===== config.mk =====
export PLATFORM = sky130hd
export DESIGN_NAME = alien_fleet_ctrl
export DESIGN_NICKNAME = d
export VERILOG_FILES = /design/src/rtl/invaders_pkg.sv /design/src/rtl/fleet_stepper.sv /design/src/rtl/alien_fleet_ctrl.sv
export SDC_FILE = /design/constraint.sdc
export NUM_CORES = 1
export LEC_CHECK = 0
export CAP_MARGIN = 25
export CORE_MARGIN = 2
export CORE_UTILIZATION = 49
export CTS_CLUSTER_DIAMETER = 150
export DETAILED_ROUTE_END_ITERATION = 10
export PLACE_DENSITY_LB_ADDON = 0.08
export SLEW_MARGIN = 40
export SYNTH_ARGS = -nofsm -noshare
export SYNTH_HDL_FRONTEND = slang
export SYNTH_SLANG_ARGS = --single-unit

===== constraint.sdc =====
create_clock -name Clk -period 6.9 [get_ports Clk]
set_input_delay 0.69 -clock Clk [delete_from_list [all_inputs] [get_ports Clk]]
set_output_delay 0.69 -clock Clk [all_outputs]
set_load 0.02 [all_outputs]

===== src/rtl/invaders_pkg.sv =====
// Shared state encoding, alien count and default playfield geometry for the
// invaders game blocks.
package invaders_pkg;

  typedef enum logic [1:0] {
    ST_IDLE = 2'd0,
    ST_PLAY = 2'd1,
    ST_WIN  = 2'd2,
    ST_LOSE = 2'd3
  } game_state_e;

  localparam int NUM_ALIENS = 15;
  localparam logic [NUM_ALIENS-1:0] ALL_ALIVE = 15'h7FFF;

  localparam int DEF_STEP_X      = 4;
  localparam int DEF_STEP_Y      = 8;
  localparam int DEF_X_MIN       = 8;
  localparam int DEF_X_MAX       = 632;
  localparam int DEF_FLEET_W     = 200;
  localparam int DEF_FLEET_H     = 75;
  localparam int DEF_START_X     = 120;
  localparam int DEF_START_Y     = 40;
  localparam int DEF_LOSE_Y      = 420;
  localparam int DEF_BASE_PERIOD = 30;
  localparam int DEF_MIN_PERIOD  = 4;

  localparam int          CNT_W      = 8;
  localparam logic [11:0] SCORE_MAX  = 12'd4095;
  localparam logic [11:0] HIT_POINTS = 12'd10;

  function automatic logic [3:0] count_alive(input logic [NUM_ALIENS-1:0] mask);
    logic [3:0] n;
    n = '0;
    for (int i = 0; i < NUM_ALIENS; i++) n = n + {3'b000, mask[i]};
    return n;
  endfunction

endpackage


===== src/rtl/fleet_stepper.sv =====
// Combinational fleet step: moves the formation one step sideways, or drops it
// and reverses direction when the next sideways move would cross a bound.
module fleet_stepper
  import invaders_pkg::*;
#(
  parameter int STEP_X  = DEF_STEP_X,
  parameter int STEP_Y  = DEF_STEP_Y,
  parameter int FLEET_W = DEF_FLEET_W
) (
  input  logic [9:0] x,
  input  logic [9:0] y,
  input  logic       dir_left,
  input  logic [9:0] x_min,
  input  logic [9:0] x_max,
  output logic [9:0] next_x,
  output logic [9:0] next_y,
  output logic       next_dir_left
);

  logic [11:0] right_edge;
  logic [11:0] left_limit;
  logic        past_right;
  logic        past_left;

  // Widened so the edge sums cannot wrap near the top of the 10-bit range.
  assign right_edge = {2'b00, x} + 12'(FLEET_W) + 12'(STEP_X);
  assign left_limit = {2'b00, x_min} + 12'(STEP_X);
  assign past_right = right_edge > {2'b00, x_max};
  assign past_left  = {2'b00, x} < left_limit;

  always_comb begin
    next_x        = x;
    next_y        = y;
    next_dir_left = dir_left;
    if (!dir_left) begin
      if (past_right) begin
        next_y        = y + 10'(STEP_Y);
        next_dir_left = 1'b1;
      end else begin
        next_x = x + 10'(STEP_X);
      end
    end else begin
      if (past_left) begin
        next_y        = y + 10'(STEP_Y);
        next_dir_left = 1'b0;
      end else begin
        next_x = x - 10'(STEP_X);
      end
    end
  end

endmodule


===== src/rtl/alien_fleet_ctrl.sv =====
// Alien fleet controller: game FSM, frame-paced fleet stepping whose speed
// rises as aliens die, hit bookkeeping, score and wave tracking.
module alien_fleet_ctrl
  import invaders_pkg::*;
#(
  parameter int STEP_X      = DEF_STEP_X,
  parameter int STEP_Y      = DEF_STEP_Y,
  parameter int X_MIN       = DEF_X_MIN,
  parameter int X_MAX       = DEF_X_MAX,
  parameter int FLEET_W     = DEF_FLEET_W,
  parameter int FLEET_H     = DEF_FLEET_H,
  parameter int START_X     = DEF_START_X,
  parameter int START_Y     = DEF_START_Y,
  parameter int LOSE_Y      = DEF_LOSE_Y,
  parameter int BASE_PERIOD = DEF_BASE_PERIOD,
  parameter int MIN_PERIOD  = DEF_MIN_PERIOD
) (
  input  logic        Clk,
  input  logic        Reset,
  input  logic        frame_tick,
  input  logic        start,
  input  logic        hit_valid,
  input  logic [3:0]  hit_idx,
  output logic [1:0]  state,
  output logic [9:0]  fleet_x,
  output logic [9:0]  fleet_y,
  output logic [14:0] alive,
  output logic [11:0] score,
  output logic [3:0]  wave,
  output logic        hit_ack,
  output logic        step_pulse
);

  game_state_e      state_q;
  game_state_e      state_d;
  logic             dir_left;
  logic [CNT_W-1:0] frame_cnt;

  logic             in_play;
  logic             enter_play;
  logic             from_win;
  logic [3:0]       wave_d;
  logic [3:0]       killed;
  int               period_raw;
  logic [CNT_W-1:0] period;
  logic             step_now;
  logic [15:0]      alive_ext;
  logic [14:0]      hit_mask;
  logic             hit_accept;
  logic [10:0]      fleet_bottom;
  logic [9:0]       step_x;
  logic [9:0]       step_y;
  logic             step_dir_left;

  fleet_stepper #(
    .STEP_X  (STEP_X),
    .STEP_Y  (STEP_Y),
    .FLEET_W (FLEET_W)
  ) u_stepper (
    .x             (fleet_x),
    .y             (fleet_y),
    .dir_left      (dir_left),
    .x_min         (10'(X_MIN)),
    .x_max         (10'(X_MAX)),
    .next_x        (step_x),
    .next_y        (step_y),
    .next_dir_left (step_dir_left)
  );

  always_ff @(posedge Clk) begin
    if (Reset) state_q <= ST_IDLE;
    else       state_q <= state_d;
  end

  // WIN is checked first so a last kill on the invasion line still wins.
  always_comb begin
    state_d = state_q;
    case (state_q)
      ST_IDLE, ST_WIN, ST_LOSE: if (start) state_d = ST_PLAY;
      ST_PLAY: begin
        if (alive == '0)                       state_d = ST_WIN;
        else if (fleet_bottom >= 11'(LOSE_Y))  state_d = ST_LOSE;
      end
      default: state_d = ST_IDLE;
    endcase
  end

  always_comb begin
    state      = state_q;
    in_play    = (state_q == ST_PLAY);
    from_win   = (state_q == ST_WIN);
    enter_play = (state_q != ST_PLAY) && (state_d == ST_PLAY);
  end

  assign fleet_bottom = {1'b0, fleet_y} + 11'(FLEET_H);
  assign wave_d       = from_win ? ((wave == 4'hF) ? wave : wave + 4'd1) : 4'd0;
  assign killed       = 4'(NUM_ALIENS) - count_alive(alive);

  // Signed so a large kill count clamps to MIN_PERIOD instead of wrapping.
  always_comb begin
    period_raw = BASE_PERIOD - 2 * int'(killed);
    if (period_raw < MIN_PERIOD) period_raw = MIN_PERIOD;
    period = CNT_W'(period_raw);
  end

  // ">=" keeps the counter from running past a period that just shrank.
  assign step_now   = in_play && frame_tick && (frame_cnt >= period - CNT_W'(1));
  assign alive_ext  = {1'b0, alive};
  assign hit_mask   = 15'(16'd1 << hit_idx);
  assign hit_accept = in_play && hit_valid && (hit_idx < 4'(NUM_ALIENS)) && alive_ext[hit_idx];

  always_ff @(posedge Clk) begin
    if (Reset) begin
      fleet_x    <= 10'(START_X);
      fleet_y    <= 10'(START_Y);
      alive      <= ALL_ALIVE;
      score      <= '0;
      wave       <= '0;
      dir_left   <= 1'b0;
      frame_cnt  <= '0;
      hit_ack    <= 1'b0;
      step_pulse <= 1'b0;
    end else if (enter_play) begin
      fleet_x    <= 10'(START_X);
      fleet_y    <= 10'(START_Y) + {3'b000, wave_d, 3'b000};
      alive      <= ALL_ALIVE;
      wave       <= wave_d;
      dir_left   <= 1'b0;
      frame_cnt  <= '0;
      hit_ack    <= 1'b0;
      step_pulse <= 1'b0;
      if (!from_win) score <= '0;
    end else begin
      hit_ack    <= hit_accept;
      step_pulse <= step_now;
      if (in_play && frame_tick) frame_cnt <= step_now ? '0 : frame_cnt + CNT_W'(1);
      if (step_now) begin
        fleet_x  <= step_x;
        fleet_y  <= step_y;
        dir_left <= step_dir_left;
      end
      if (hit_accept) begin
        alive <= alive & ~hit_mask;
        score <= (score > SCORE_MAX - HIT_POINTS) ? SCORE_MAX : score + HIT_POINTS;
      end
    end
  end

endmodule


Word level (Yosys, flattened, before mapping). Cells that the tools add are included.

Register bits after elaboration: 64. Input port bits: 9.

Shift operators: 1. Reduce and logical (&&, ||, !) cells: 16. Muxes and demuxes: 25. Bitwise logic cells: 2. $add $sub $neg: 27. Eq/ne operators: 10. Magnitude comparators: 8.

Operators with widths (number): 10-bit 2-to-1 mux (8); 12-bit 2-to-1 mux (4); 4-bit by 1-bit adder with 4-bit output (11); 8-bit 2-to-1 mux (2); 15-bit bitwise AND (1); 15-bit zero test (1); 15-bit inverter (1); 1-bit by 4-bit left shift with 15-bit output, first input constant (1); 12-bit by 3-bit adder with 12-bit output, second input constant (1); 12-bit by 4-bit adder with 12-bit output, second input constant (1); 12-bit by 10-bit greater-than comparator with 1-bit output, second input constant (1); 12-bit greater-than comparator, second input constant (1); 10-bit by 7-bit adder with 11-bit output, second input constant (1); 10-bit by 8-bit adder with 11-bit output, second input constant (1); 11-bit by 9-bit >= comparator with 1-bit output, second input constant (1); 10-bit by 3-bit adder with 10-bit output, second input constant (1); 10-bit by 4-bit adder with 10-bit output, second input constant (1); 10-bit by 4-bit < comparator with 1-bit output, second input constant (1); 10-bit by 3-bit subtractor with 10-bit output, second input constant (1); 6-bit by 7-bit adder with 8-bit output, first input constant (1); 8-bit by 1-bit adder with 8-bit output, second input constant (1); 8-bit >= comparator (1); 4-bit 2-to-1 mux (2); 8-bit by 1-bit subtractor with 8-bit output, second input constant (1); 27 further kinds (43).

Longest topological paths before layout. Gate-level depths: netlist of the first run.

Depth after elaboration: 23. Gate-level depth with buffers: 25. Mapped depth without buffers: 25.

Modules after synthesis. Synthesis of the first run repeated with hierarchy kept, for this count alone.

Cells, all modules: 593. Area total of the unflattened synthesis: 4923.5 um2.

By module, submodules not included: alien_fleet_ctrl (area an instance 3752.3 um2, cells each 432, times used 1, sequential area each 1281.2 um2); fleet_stepper (area an instance 1171.1 um2, cells each 161, times used 1, sequential area each 0.0 um2).

Least setup slack after synthesis of the first run. OpenSTA, ideal clock, no wires.

Path type: reg2reg. Start: register alive[7]. End: register fleet_y[3]. Setup time: 0.122 ns. Slack: 1.007 ns. Buffers on the path: 0. Clock period less this slack: 5.893 ns. Stages on the path, launching flop included: 25. Required time: 6.778 ns. Arrival time: 5.771 ns. Path through: dfxtp_1 inv_1 fa_1 inv_1 ha_1 inv_1 fa_1 inv_1 fa_1 fa_1 ha_1 ha_1 xor2_1 xnor2_1 or2_2 o21ai_0 ha_1 ha_1 a21o_1 a21oi_1 o21ai_0 a41o_1 nand2_1 or2_2 a311o_1.

Cells in the longest elaborated chain, start to end: 17. Elaborated cells between the ends (all ways): 25. Classes of those cells: add/sub: 11; order compare: 2; eq/ne: 2; mux: 4; reduce/logical: 6.

Ends and longest elaborated chain: start, declared (RTL line alien_fleet_ctrl.sv:27) `output logic [14:0] alive,`; start signal, assigned (RTL line alien_fleet_ctrl.sv:143) `alive <= alive & ~hit_mask;`; 4-bit by 1-bit adder with 4-bit output (8 in a row) (RTL line invaders_pkg.sv:34) `for (int i = 0; i < NUM_ALIENS; i++) n = n + {3'b000, mask[i]};`; 4-bit subtractor (RTL line alien_fleet_ctrl.sv:97) `assign killed = 4'(NUM_ALIENS) - count_alive(alive);`; 5-bit by 5-bit subtractor with 6-bit output (RTL line alien_fleet_ctrl.sv:101) `period_raw = BASE_PERIOD - 2 * int'(killed);`; 6-bit by 4-bit < comparator with 1-bit output (RTL line alien_fleet_ctrl.sv:102) `if (period_raw < MIN_PERIOD) period_raw = MIN_PERIOD;`; 8-bit 2-to-1 mux (RTL line alien_fleet_ctrl.sv:102); 8-bit by 1-bit subtractor with 8-bit output (RTL line alien_fleet_ctrl.sv:107) `assign step_now = in_play && frame_tick && (frame_cnt >= period - CNT_W'(1));`; 8-bit >= comparator (RTL line alien_fleet_ctrl.sv:107); 1-bit logical AND (RTL line alien_fleet_ctrl.sv:107); 2-bit nonzero test (no line); 3-bit AND reduction (no line); end signal, assigned (RTL line alien_fleet_ctrl.sv:115) `fleet_y <= 10'(START_Y);`; end signal, assigned (RTL line alien_fleet_ctrl.sv:125) `fleet_y <= 10'(START_Y) + {3'b000, wave_d, 3'b000};`; end signal, assigned (RTL line alien_fleet_ctrl.sv:139) `fleet_y <= step_y;`; end, declared (RTL line alien_fleet_ctrl.sv:26) `output logic [9:0] fleet_y,`.

Several ways; a longest one is shown, not always the timed one. A chain may end at the register's enable or synchronous reset.

Worst setup path after layout of the first run.
Start: register alive[1]. End: register fleet_y[3].

Cells in the longest elaborated chain, start to end: 23. Elaborated cells between the ends (all ways): 31. Classes of those cells: add/sub: 17; order compare: 2; eq/ne: 2; mux: 4; reduce/logical: 6.

Ends and longest elaborated chain (RTL line): 1-bit by 1-bit adder with 2-bit output (invaders_pkg.sv:34); 2-bit by 1-bit adder with 3-bit output (invaders_pkg.sv:34); 3-bit by 1-bit adder with 4-bit output (invaders_pkg.sv:34); 4-bit by 1-bit adder with 4-bit output (11 in a row) (invaders_pkg.sv:34); 4-bit subtractor (alien_fleet_ctrl.sv:97); 5-bit by 5-bit subtractor with 6-bit output (alien_fleet_ctrl.sv:101); 6-bit by 4-bit < comparator with 1-bit output (alien_fleet_ctrl.sv:102); 8-bit 2-to-1 mux (alien_fleet_ctrl.sv:102); 8-bit by 1-bit subtractor with 8-bit output (alien_fleet_ctrl.sv:107); 8-bit >= comparator (alien_fleet_ctrl.sv:107); 1-bit logical AND (alien_fleet_ctrl.sv:107); 2-bit nonzero test (no line); 3-bit AND reduction (no line).

Several ways; a longest one is shown, not always the timed one.

==> results.yml, run 1 <==
clocking:
  clk_path_buf_depth: 2
  clk_pin_slew_ns: 0.08
  cts_hold_buffers: 0
  root_buffer: "clkbuf_8"
  cts_resized: 0
  numCtsBuffers: 9
  htreeDepth: 3
  cts_tree: "done"
  clock_sinks: 59
  insertion_delay_ns: 0.35
  postCtsSetupBuffers: 0
timing:
  whs_ns: 0.478
  report.final.hold_viol_count: 0
  clock.fmax_mhz: 161
  tightest_slew_ns: 0.584
  final.setup.tns_ns: 0
  finalCritPeriodShare_pct: 90.0
  fin_skew_ns: 0.0116
  slew_viol_final: 0
  finalCriticalPeriod_ns: 6.21
  relSlewSlack_pct: 60.7
  rsz0062_at_grt: "no"
  finalSetupViolCount: 0
floorplan:
  die_w_um: 97.1
  io_pins: 64
  dieArea_um2: 9420
  initial_utilization_pct: 51.1
  coreArea_um2: 8300
  die_h_um: 97.1
  rows: 33
hold_path:
  hold_path_end: "score[2]"
  worstHoldStart: "score[2]"
  hold_depth: 2
  hp-class: "flop to flop"
setup_path:
  crit_type: "flop to flop"
  cp.arrival_ns: 6.44
  rr_worst_depth: 22
  cp-end-kind: "flop"
  critPathLaunchType: "flop"
  rrSetupSlack_ns: 0.69
  r2r-end: "fleet_y[3]"
  rr_startpoint: "alive[1]"
  worstPathMaxFanout: 9
  critical_path_required_ns: 7.13
cells_and_area:
  fin_nets: 625
  antenna_cells: 0
  fin_util_pct: 60.8
  register_area_um2: 1180
  areaGrowthSynthToFinish_pct: 18.8
  final_layout_size_suffix_gt1_share_pct: 7.14
  finalInstanceArea_um2: 5040
  fillers: 746
  multi_input_area_um2: 2770
global_routing:
  grt_pass1_vias: 3557
  track_usage_pct: 21.9
  grt_pass1_wl_um: 17000
  grt_max_degree: 23
  overflow: 0
  antenna_found_initial: 0
pwr:
  p_leak_uw: 0.00207
  powerDensity_nw_per_um2: 154
  power_uw: 777
  ir_drop_v: 0.0000946
placed_design:
  place_hpwl_um: 7300
  dpl_cell_area_um2: 4820
  portBuffers: 58
  place.gp.congestion: 0.800
detailed_routing:
  routed_wirelength_um: 9710
  vias: 3784
  wl_per_cell_um: 14.3
  drt_pass1_iterations: 5
  post_drt_via_cell_ratio: 5.57
  drtIter0Drc: 120
  drc: 0
  ant_nets: 0
yosys:
  syn_area_um2: 4240
  syn_inst: 521
  synth_seq_cells: 59
  async_flop_share_pct: 0
  synth_edf_count: 0
  postSynth.topFlopCell: "dfxtp_1"
  seq_area_frac_synth_pct: 27.8
  yosysWarnings: 0
  avgSynthCellArea_um2: 8.15
  synthDistinctLibCells: 65
flow_run:
  max_cap_viol_count: 0
outcome:
  status: "finished clean"
state kept, by name, indices dropped and copies added (netlist names):
name,cells
alive,15
score,12
fleet_x,8
frame_cnt,8
fleet_y,7
wave,4
state,2
dir_left,1
hit_ack,1
step_pulse,1
report_power, final:
group | switching (uW) | internal, uW | total (uW)
registers | 3.43 | 343 | 346
logic | 42.8 | 27.0 | 69.8
clock network | 155 | 206 | 361
total | 201 | 576 | 777
area by class of cell:
cell class	count	area share, %
clock buffer	9	2.46
clock inverter	7	1.99
inverter	37	2.75
multi-input combinational	402	55.0
sequential	59	23.4
tap	105	2.61
timing repair buffer	60	11.8
cells in the mapped netlist, types with 6 or more instances:
cell type / number / share of area [%]
xor2_1: 13 / 2.7
inv_1: 37 / 3.3
o21ai_0: 35 / 4.1
xnor2_1: 13 / 2.7
nand3_1: 15 / 1.8
clkbuf_1: 13 / 1.1
nand2_1: 56 / 5.0
nor2_1: 54 / 4.8
mux2i_1: 13 / 3.1
nand4_1: 8 / 1.2
a21oi_1: 32 / 3.8
nand2b_1: 8 / 1.2
fa_1: 9 / 4.2
ha_1: 38 / 11
dfxtp_1: 59 / 28
nor3_1: 11 / 1.3
buf_4: 6 / 1.1
metrics by stage:
| stage | cells | setup WS, ns |
|---|---|---|
| 4_1_cts | 679 | 0.674 |
| 3_3_place_gp | 663 | 0.833 |
| 6_report | 679 | 0.688 |
| 2_1_floorplan | 525 | 1.01 |
| 5_1_grt | 679 | 0.259 |
| 3_5_place_dp | 663 | 0.715 |
worst max-delay path: stages (launching register included):
cell and delay (ns):
dfxtp_1 0.36, fa_1 0.57, ha_1 0.15, inv_1 0.05, fa_1 0.50, inv_1 0.06, fa_1 0.44, fa_1 0.47
ha_1 0.30, ha_1 0.20, xor2_1 0.15, xnor2_1 0.16, or2_2 0.28, o21ai_0 0.22, ha_1 0.28, ha_1 0.27
a21o_1 0.10, a21oi_1 0.06, o21ai_0 0.23, a41o_1 0.27, nand2_1 0.22, or2_2 0.41, a311o_1 0.36
routing by layer:
metal / vias to the layer above / GRT usage, % / part of all wire (%) / routed length, um
li1: 1908 / - / - / -
met1: 1767 / 30.1 / 49 / 4730
met2: 96 / 34.7 / 45 / 4320
met3: 13 / 4.39 / 5.5 / 530
met4: 0 / 6.72 / 1.3 / 124
met5: - / 0 / 0 / 0
layout by cell type, fill, tap and decap left out, types with 3 or more instances in the layout:
master	n
a21o_1	4
a21oi_1	32
a22oi_1	3
a31oi_1	4
and2_1	5
and3_1	4
clkbuf_8	9
clkdlybuf4s50_1	58
conb_1	6
dfxtp_1	59
fa_1	9
ha_1	38
inv_1	37
mux2i_1	13
mux4_2	3
nand2_1	56
nand2b_1	8
nand3_1	15
nand4_1	8
nor2_1	53
nor2b_1	3
nor3_1	11
nor4_1	3
o211ai_1	4
o21ai_0	35
o21bai_1	3
o22ai_1	4
o31ai_1	4
or2_2	5
or3_1	3
xnor2_1	13
xor2_1	13
worst max-delay path by stage:
stage / end / cells after the start / from / slack (ns)
6_report: fleet_y[3] / 22 / alive[1] / 0.69
5_1_grt: fleet_y[6] / 24 / alive[7] / 0.26
4_1_cts: fleet_y[3] / 22 / alive[1] / 0.67
3_5_place_dp: fleet_y[3] / 22 / alive[1] / 0.71
3_3_place_gp: fleet_y[3] / 22 / alive[1] / 0.83
2_1_floorplan: fleet_y[3] / 24 / alive[7] / 1.01
logic make-up (layout without fill, tap and decap cells):
group           count (synthesis)  in the layout  synth area share [%]
simple gates                  185            185                  20.5
flops                          59             59                  27.8
mux                            17             17                  4.92
xor+xnor                       26             26                  5.37
fa+ha+maj                      47             47                  15.4
buf+inv                        64            113                  7.28
compound gates                121            121                  18.5
other cells                     2              6                 0.177
Power figures use the tool's default switching activity.
==> run 2: changes to the inputs <==
--- a/config.mk
+++ b/config.mk
@@ -5,11 +5,12 @@
 export SDC_FILE = /design/constraint.sdc
 export NUM_CORES = 1
 export LEC_CHECK = 0
-export CAP_MARGIN = 25
+export CAP_MARGIN = 0
 export CORE_MARGIN = 2
 export CORE_UTILIZATION = 49
 export CTS_CLUSTER_DIAMETER = 150
 export DETAILED_ROUTE_END_ITERATION = 10
+export GPL_TIMING_DRIVEN = 1
 export PLACE_DENSITY_LB_ADDON = 0.08
 export SLEW_MARGIN = 40
 export SYNTH_ARGS = -nofsm -noshare
==> results of run 2 <==
Final layout, timing and power as in run 1 (identical DEF).
==> run 3: changes to the inputs <==
==> constraint.sdc (replaced) <==
create_clock -name Clk -period 6.2 [get_ports Clk]
set_input_delay 0.62 -clock Clk [delete_from_list [all_inputs] [get_ports Clk]]
set_output_delay 0.62 -clock Clk [all_outputs]
set_load 0.02 [all_outputs]
==> run 3 against run 2 <==
Net effect: sequential power grew 11%; clock-buffer cell count is 3 higher; critical path depth stayed put; non-clock buffer count is 6 higher; critical path type unchanged; routed wire length grew 4.4%; register-to-register slack lost 0.39 ns; combinational power rose by 14%; hold slack worse by 0.0024 ns; core utilization rose by 0.69 points; final cell count rose by 0.88%; largest power group unchanged.
==> results.yml, run 3 (synthesized netlist as in run 1, its figures left out) <==
outcome:
  status: "finished clean"
timing:
  report.final.hold_viol_count: 0
  clock.fmax_mhz: 170
  whs_ns: 0.475
  fin_skew_ns: 0.00784
  relSlewSlack_pct: 60.8
  slew_viol_final: 0
  finalCriticalPeriod_ns: 5.90
  finalCritPeriodShare_pct: 95.1
  rsz0062_at_grt: "yes"
  finalSetupViolCount: 0
  tightest_slew_ns: 0.583
detailed_routing:
  ant_nets: 0
  post_drt_via_cell_ratio: 5.59
  routed_wirelength_um: 10100
  drtIter0Drc: 163
  wl_per_cell_um: 14.8
  vias: 3830
  drc: 0
  drt_pass1_iterations: 4
cells_and_area:
  areaGrowthSynthToFinish_pct: 20.2
  top_regs: "alive: 15 flops, score: 12 flops"
  largest_register: "alive"
  antenna_cells: 0
  fin_nets: 631
  fillers: 764
  layout_common_cells: "dfxtp_1 (59), clkdlybuf4s50_1 (58), nand2_1 (55)"
  final_cells: 685
  finalInstanceArea_um2: 5100
  largest_register_ffs: 15
  final_layout_size_suffix_gt1_share_pct: 8.28
  final_common_cell: "dfxtp_1"
placed_design:
  dp_cells: 668
  portBuffers: 58
  place.gp.congestion: 0.847
  dpl_cell_area_um2: 4860
  place_hpwl_um: 7580
floorplan:
  initial_utilization_pct: 51.1
  dieArea_um2: 9420
  io_pins: 64
  die_w_um: 97.1
  die_h_um: 97.1
  coreArea_um2: 8300
  rows: 33
setup_path:
  cp.arrival_ns: 6.13
  crit_cells: 22
  rr_startpoint: "alive[1]"
  startpoint: "alive[1]"
  cp-end-kind: "flop"
  crit_type: "flop to flop"
  critPathLaunchType: "flop"
  cpMostUsedCell: "ha_1"
  rrSetupSlack_ns: 0.30
  r2r-end: "fleet_y[3]"
  critPathBufInv: 2
  critical_path_required_ns: 6.44
  worstPathMaxFanout: 6
  slowest_stage: "fa_1"
  rr_worst_depth: 22
  cp_cell_sequence: "fa_1 -> ha_1 -> inv_1 -> fa_1 -> inv_1 -> fa_1 -> fa_1 -> ha_1 -> ha_1 -> xor2_1 -> xnor2_1 -> or2_2 -> o21ai_1 -> ha_1 -> ha_1 -> a21o_1 -> a21oi_1 -> o21ai_1 -> a41o_1 -> nand2_2 -> or2_2 -> a311o_1"
  slowest_delay_ns: 0.56
  cp_top_family: "adder cells"
global_routing:
  grt_pass1_vias: 3695
  track_usage_pct: 22.4
  grt_max_degree: 23
  antenna_found_initial: 0
  overflow: 0
  grt_pass1_wl_um: 17600
pwr:
  p_leak_uw: 0.00209
  powerDensity_nw_per_um2: 171
  ir_drop_v: 0.000126
hold_path:
  hold_depth: 2
  hold_path_end: "score[2]"
  hp-class: "flop to flop"
  worstHoldStart: "score[2]"
clocking:
  insertion_delay_ns: 0.34
  clk_path_buf_depth: 2
  root_buffer: "clkbuf_8"
  htreeDepth: 3
  numCtsBuffers: 9
  clock_sinks: 59
  clk_pin_slew_ns: 0.07
  cts_tree: "done"
flow_run:
  max_cap_viol_count: 0
## run 3: cell count changes in the layout (fill, tap and decap cells not counted)
cell,change
clkbuf_1,+1
a2111oi_2,+1
clkinvlp_4,+1
clkinv_4,-2
o21ai_1,+2
o21ai_0,-2
a2111oi_0,-1
nand2_2,+1
clkbuf_8,+2
inv_6,-2
buf_4,+6
nand2_1,-1
## run 3: final cells by class
type | instances | area (um2) | share of cell area (%)
flip-flops and latches | 59 | 1180 | 23.2
clock buffers | 12 | 155 | 3.04
inverters | 37 | 139 | 2.72
well taps | 105 | 131 | 2.58
clock inverters | 4 | 72.6 | 1.42
repair buffers | 66 | 641 | 12.6
multi-input cells | 402 | 2780 | 54.5
## run 3: how the worst max path moves through the flow
stage,to,slack (ns)
2_1_floorplan,fleet_y[3],0.31
3_3_place_gp,fleet_y[3],0.20
3_5_place_dp,fleet_y[3],0.08
4_1_cts,fleet_y[3],0.06
5_1_grt,fleet_y[6],-0.03
6_report,fleet_y[3],0.30
## run 3: report_power, final
part | leakage (uW) | switching [uW] | internal (uW)
logic | 0.00150 | 49.0 | 30.6
clock network | 0.000113 | 162 | 248
registers | 0.000477 | 3.58 | 382
## run 3: worst register-to-register path: stages (launching register included)
cell	delay, ns
dfxtp_1	0.35
fa_1	0.56
ha_1	0.14
inv_1	0.05
fa_1	0.49
inv_1	0.06
fa_1	0.44
fa_1	0.47
ha_1	0.31
ha_1	0.21
xor2_1	0.15
xnor2_1	0.16
or2_2	0.28
o21ai_1	0.18
ha_1	0.27
ha_1	0.27
a21o_1	0.10
a21oi_1	0.06
o21ai_1	0.18
a41o_1	0.25
nand2_2	0.11
or2_2	0.35
a311o_1	0.36
## run 3: what timing repair did
action	in CTS	in global routing
endpoints found under the setup margin	0	16
gates resized for setup	0	5
hold buffers	0	0
setup buffers	0	1
## run 3: through the flow
| stage | setup slack, ns | setup TNS, ns | power [uW] | utilization (%) |
|---|---|---|---|---|
| floorplan | 0.307 | 0 | 449 | - |
| global placement | 0.202 | 0 | 470 | 58.5 |
| detailed placement | 0.0794 | 0 | 473 | 58.5 |
| CTS | 0.0555 | 0 | 879 | 61.3 |
| global route | -0.0298 | -0.108 | 904 | 61.5 |
| finish | 0.302 | 0 | 875 | 61.5 |
## run 3: routing by layer
layer  GRT usage (%)  part of all wire [%]  vias to the layer above
li1                -                     -                     1915
met1            31.7                    49                     1801
met2            35.5                    46                      103
met3            3.96                   4.3                       11
met4            5.96                   1.4                        0
met5               0                     0                        -
